$ cat src/rtl/fwd_hazard_unit.sv
// ---------------------------------------------------------------------------
// fwd_hazard_unit
//
// Purpose:
//   This block sits beside the ID/EX stage of the pipeline. It does three jobs:
//   - It selects the EX operand forwarding source for each ALU operand on its
//     own. EX/MEM wins over MEM/WB, and register 0 is never forwarded.
//   - It detects load-use hazards. It then holds PC and IF/ID, and inserts
//     ID/EX bubbles, for exactly MEM_LAT consecutive cycles.
//   - It keeps saturating counters of stall cycles and forwarding cycles.
//
// Handshake / timing:
//   There is no valid/ready handshake on this block. The forwarding selects
//   and stall/bubble are purely combinational functions of the pipeline
//   register fields and the stall sequencer state. The sequencer state and
//   both counters advance on the rising edge of clk.
//
// Ports:
//   clk, reset           rising-edge clock; synchronous active-high reset
//   ifid_rs/rt           source registers of the IF/ID instruction
//   ifid_use_rs/rt       IF/ID instruction actually reads rs / rt
//   idex_rs/rt/rd        register fields of the ID/EX instruction
//   idex_memread         ID/EX instruction is a load
//   exmem_regwrite/rd    EX/MEM write-back enable and destination
//   memwb_regwrite/rd    MEM/WB write-back enable and destination
//   forward_a/b          operand select: 00 regfile, 10 EX/MEM, 01 MEM/WB
//   stall                hold PC and IF/ID
//   bubble               zero ID/EX control (always equal to stall)
//   stall_count          saturating count of stall cycles
//   fwd_count            saturating count of cycles with any forwarding
//   dbg_state            sequencer state (0 = IDLE, 1 = HOLD), for checkers
// ---------------------------------------------------------------------------
module fwd_hazard_unit #(
    parameter int REG_AW  = 5,
    parameter int MEM_LAT = 1,
    parameter int CNT_W   = 16
) (
    input  logic              clk,
    input  logic              reset,
    input  logic [REG_AW-1:0] ifid_rs,
    input  logic [REG_AW-1:0] ifid_rt,
    input  logic              ifid_use_rs,
    input  logic              ifid_use_rt,
    input  logic [REG_AW-1:0] idex_rs,
    input  logic [REG_AW-1:0] idex_rt,
    input  logic [REG_AW-1:0] idex_rd,
    input  logic              idex_memread,
    input  logic              exmem_regwrite,
    input  logic [REG_AW-1:0] exmem_rd,
    input  logic              memwb_regwrite,
    input  logic [REG_AW-1:0] memwb_rd,
    output logic [1:0]        forward_a,
    output logic [1:0]        forward_b,
    output logic              stall,
    output logic              bubble,
    output logic [CNT_W-1:0]  stall_count,
    output logic [CNT_W-1:0]  fwd_count,
    output logic [0:0]        dbg_state
);

    localparam logic [0:0]       IDLE    = 1'b0;
    localparam logic [0:0]       HOLD    = 1'b1;
    localparam logic [3:0]       LAT_M1  = 4'(MEM_LAT - 1);
    localparam logic             MULTI   = (MEM_LAT > 1);
    localparam logic [CNT_W-1:0] CNT_MAX = '1;
    localparam logic [CNT_W-1:0] CNT_ONE = CNT_W'(1);

    // ------------------------------------------------------------------
    // Forwarding: each operand is resolved on its own.
    // ------------------------------------------------------------------
    logic exmem_ok;
    logic memwb_ok;
    logic [1:0] fwd_a_raw;
    logic [1:0] fwd_b_raw;

    assign exmem_ok = exmem_regwrite && (exmem_rd != '0);
    assign memwb_ok = memwb_regwrite && (memwb_rd != '0);

    always_comb begin
        fwd_a_raw = 2'b00;
        if (exmem_ok && (exmem_rd == idex_rs)) begin
            fwd_a_raw = 2'b10;
        end else if (memwb_ok && (memwb_rd == idex_rs)) begin
            fwd_a_raw = 2'b01;
        end
    end

    always_comb begin
        fwd_b_raw = 2'b00;
        if (exmem_ok && (exmem_rd == idex_rt)) begin
            fwd_b_raw = 2'b10;
        end else if (memwb_ok && (memwb_rd == idex_rt)) begin
            fwd_b_raw = 2'b01;
        end
    end

    // While reset is high, the outputs are forced to their quiet values.
    assign forward_a = reset ? 2'b00 : fwd_a_raw;
    assign forward_b = reset ? 2'b00 : fwd_b_raw;

    // ------------------------------------------------------------------
    // Load-use hazard detection and stall sequencer.
    // The IDLE cycle that sees the hazard is the first stall cycle. HOLD
    // covers the remaining MEM_LAT-1 cycles, so cnt counts down from
    // MEM_LAT-1 and the sequencer leaves HOLD when cnt reaches 1.
    // ------------------------------------------------------------------
    logic       hz;
    logic [0:0] state_q;
    logic [0:0] state_d;
    logic [3:0] cnt_q;
    logic [3:0] cnt_d;
    logic       stall_raw;

    assign hz = idex_memread && (idex_rd != '0) &&
                ((ifid_use_rs && (idex_rd == ifid_rs)) ||
                 (ifid_use_rt && (idex_rd == ifid_rt)));

    always_comb begin
        state_d   = state_q;
        cnt_d     = cnt_q;
        stall_raw = 1'b0;
        case (state_q)
            IDLE: begin
                stall_raw = hz;
                if (hz && MULTI) begin
                    state_d = HOLD;
                    cnt_d   = LAT_M1;
                end
            end
            HOLD: begin
                // A hazard seen here is ignored; it is covered by this stall.
                stall_raw = 1'b1;
                cnt_d     = cnt_q - 4'd1;
                if (cnt_q == 4'd1) begin
                    state_d = IDLE;
                end
            end
            default: begin
                state_d = IDLE;
                cnt_d   = 4'd0;
            end
        endcase
    end

    always_ff @(posedge clk) begin
        if (reset) begin
            state_q <= IDLE;
            cnt_q   <= 4'd0;
        end else begin
            state_q <= state_d;
            cnt_q   <= cnt_d;
        end
    end

    assign stall     = reset ? 1'b0 : stall_raw;
    assign bubble    = stall;
    assign dbg_state = state_q;

    // ------------------------------------------------------------------
    // Saturating performance counters.
    // ------------------------------------------------------------------
    logic [CNT_W-1:0] stall_count_q;
    logic [CNT_W-1:0] fwd_count_q;
    logic             fwd_any;

    assign fwd_any = (forward_a != 2'b00) || (forward_b != 2'b00);

    always_ff @(posedge clk) begin
        if (reset) begin
            stall_count_q <= '0;
            fwd_count_q   <= '0;
        end else begin
            if (stall && (stall_count_q != CNT_MAX)) begin
                stall_count_q <= stall_count_q + CNT_ONE;
            end
            if (fwd_any && (fwd_count_q != CNT_MAX)) begin
                fwd_count_q <= fwd_count_q + CNT_ONE;
            end
        end
    end

    assign stall_count = stall_count_q;
    assign fwd_count   = fwd_count_q;

endmodule

$ cat config.mk
export PLATFORM = sky130hd
export DESIGN_NAME = fwd_hazard_unit
export DESIGN_NICKNAME = d
export VERILOG_FILES = /design/src/rtl/fwd_hazard_unit.sv
export SDC_FILE = /design/constraint.sdc
export NUM_CORES = 1
export LEC_CHECK = 0
export CORE_MARGIN = 5
export CORE_UTILIZATION = 45
export CTS_CLUSTER_DIAMETER = 30
export DETAILED_ROUTE_END_ITERATION = 7
export GPL_TIMING_DRIVEN = 0
export PLACE_DENSITY = 0.8
export RECOVER_POWER = 100
export REMOVE_ABC_BUFFERS = 1
export SYNTH_ARGS = -nofsm -noshare
export SYNTH_HDL_FRONTEND = slang
export SYNTH_SLANG_ARGS = --single-unit
$ cat constraint.sdc
create_clock -name clk -period 3.27 [get_ports clk]
set_clock_uncertainty 0.2 [all_clocks]
set_input_delay 0.327 -clock clk [delete_from_list [all_inputs] [get_ports clk]]
set_output_delay 0.327 -clock clk [all_outputs]
set_load 0.1 [all_outputs]
==> impl_metrics.tcl <==
set metrics [dict create \
    numCtsBuffers 5 \
    path_class "input port to primary output" \
    clock_latency_ns 0.29 \
    worst_pin_slew_ns 1.19 \
    max-cap-violations 0 \
    finalHoldViolCount 0 \
    ys_top_cells_by_area "dfxtp_1 (32%), xnor2_1 (15%), nor2_1 (5.6%)" \
    syn_area_per_cell_um2 8.24 \
    nFillCells 457 \
    synth.area.mux_share 0.0181 \
    ys_async_sr_fraction 0 \
    drt-pass1-iter-count 4 \
    clockBufferDepth 2 \
    wire_per_inst_um 13.2 \
    fp.dieW_um 81.2 \
    powerDensity_nw_per_um2 333 \
    endpoint_kind "primary output" \
    synth_xor_area_frac 0.177 \
    die_y_um 81.2 \
    synthAdderAreaFrac 0.0219 \
    cts.reportedPaths.clkPinSlew_ns 0.07 \
    start_util 0.456 \
    drc 0 \
    synth_edf_count 0 \
    status "finished, final reports clean" \
    drive_gt1_frac 0.0672 \
    ys_seq_elements 37 \
    cts_tree "built" \
    rsz0062_at_grt "no" \
    grt_max_degree 47 \
    post-route-util 0.643 \
    post_dp_cell_area_um2 3120 \
    drt_iter0_markers 69 \
    fin_crit_ns 3.16 \
    finalMaxSlewViolations 0 \
    ctsHoldBuffers 0 \
    cp.arrival_ns 2.63 \
    place_inst 419 \
    relSlewSlack 0.209 \
    p_leak_nw 1.15 \
    finalCritPeriodShare 0.966 \
    antennaDiodeCount 0 \
    yosys.area.top_type "dfxtp_1" \
    core_um2 5010 \
    areaGrowthSynthToFinish_pct 41.1 \
    htreeDepth 2 \
    final_area_um2 3220 \
    routabilityCongestion 0.879 \
    layout.nets 402 \
    ys.flop_type "dfxtp_1" \
    hold_class "register to register" \
    drtAntennaViolNets 0 \
    peakVddDrop_mv 0.319 \
    ff_latch_area_um2 741 \
    setup.worst_path.start_class "input port" \
    grt-ovfl-total 0 \
    synth_top_family_by_area "simple AND/OR/NAND/NOR gates" \
    critPathRequiredTime_ns 2.74 \
    synth-compound-area-share 0.132 \
    synth_area_um2 2280 \
    ys_warn_count 0 \
    cts-root-buf "clkbuf_8" \
    cts_sinks 37 \
    io_buffers 80 \
    synth.distinct_cells 49 \
    hpwl_um 4340 \
    synth_cells 277 \
    cts_resized 8 \
    grt_usage 0.172 \
    routed_wl_um 5620 \
    ios 81 \
    grt_pass1_wl_um 9030 \
    antenna_found_initial 0 \
    holdWs_ns 0.296 \
    via_per_inst 5.30 \
    rows 26 \
    max_freq_mhz 317 \
    post-cts-setup-buffers 0 \
    grt_pass1_vias 2124 \
    synth-simple-area-share 0.285 \
    final_cells 427 \
    crit_fanout 4 \
    vias 2264 \
    dieArea_um2 6600 \
    multiInputGateArea_um2 1420 \
    ys_seq_area_frac 0.325 \
    setup_viol 0 \
    finalPower_mw 1.07 \
    yosysTopAreaCellShare 0.325 \
]
==> final cells by class <==
cell class,count,area share
Clock buffer,5,0.0214
Clock inverter,3,0.0214
Inverter,14,0.0163
Multi-Input combinational cell,218,0.442
Sequential cell,37,0.230
Tap cell,70,0.0272
Timing Repair Buffer,80,0.242
==> registers in the layout (all words and copies together), names as in the netlist <==
name,flops
stall_count,16
cnt_q,4
fwd_count,16
dbg_state,1
==> cells by family (layout without fill, tap and decap cells) <==
kind of cell,Yosys count,after routing
AOI/OAI and AO/OA,41,41
xor gates and xnor gates,46,46
adders and majority gates,4,4
buffers and inverters,22,102
DFF,37,37
muxes,4,4
and+or+nand+nor,123,123
==> cell usage after synthesis, types with 2 or more instances <==
cell,number
a211oi_1,5
a21oi_1,10
and3_1,3
buf_1,2
buf_2,2
clkbuf_1,2
dfxtp_1,37
ha_1,4
inv_1,14
mux2i_1,3
nand2_1,17
nand2b_1,2
nand3_1,14
nand4_1,14
nor2_1,34
nor2b_1,3
nor3_1,6
nor3_2,2
nor4_1,5
o21ai_0,9
o21ba_2,2
o31ai_1,2
or2_2,2
or3_1,8
or3_2,2
or4_1,5
or4_4,2
xnor2_1,40
xor2_1,6
==> report_power, final <==
| group | total (mW) | switching [mW] | internal (mW) | leakage (nW) |
|---|---|---|---|---|
| logic | 0.140 | 0.0644 | 0.0758 | 0.785 |
| registers | 0.452 | 0.000935 | 0.451 | 0.298 |
| clock network | 0.480 | 0.173 | 0.307 | 0.0687 |
| total | 1.07 | 0.238 | 0.834 | 1.15 |
==> cell usage in the layout (no fill, tap or decap), types with 3 or more instances in the layout <==
cell / n
clkbuf_1: 3
or4_1: 6
clkbuf_8: 5
dlygate4sd3_1: 33
dfxtp_1: 37
a211oi_1: 5
nor2_1: 34
inv_1: 14
xnor2_1: 40
a21oi_1: 10
nor4_1: 5
mux2i_1: 3
clkdlybuf4s50_1: 41
o21ai_0: 9
nor2b_1: 3
nand4_1: 14
nor3_1: 7
nand2_1: 17
ha_1: 4
xor2_1: 6
or3_1: 8
nand3_1: 14
and3_1: 3
==> layer usage <==
layer  vias up  share of wire  global-route usage
met5         -              0                   0
met4         0         0.0096              0.0456
met3         6          0.090              0.0654
met2        82           0.47               0.300
met1      1043           0.43               0.195
li1       1133              -                   -
==> per-stage QoR <==
stage                     setup TNS [ns]  setup slack [ns]
final                                  0             0.112
after global routing                   0            0.0290
after CTS                              0             0.117
after detailed placement          -0.978            -0.351
after global placement            -14.87             -1.32
after floorplan                    -3.65             -1.14
==> worst max-delay path, stage by stage <==
cell	delay (ns)
clkdlybuf4s50_1	0.47
or4_1	0.59
nor2_4	0.15
nor4_1	0.07
clkdlybuf4s50_1	1.02
==> worst paths after layout <==
check / startpoint / endpoint / slack (ns) / depth (start not counted)
min: cnt_q[1] / cnt_q[1] / 0.30 / 2
min reg2reg: cnt_q[1] / cnt_q[1] / 0.30 / 2
max reg2reg: fwd_count[4] / fwd_count[11] / 0.58 / 7
max: exmem_rd[1] / forward_b[1] / 0.11 / 5
Note: power is estimated with default switching activity, not from simulation.
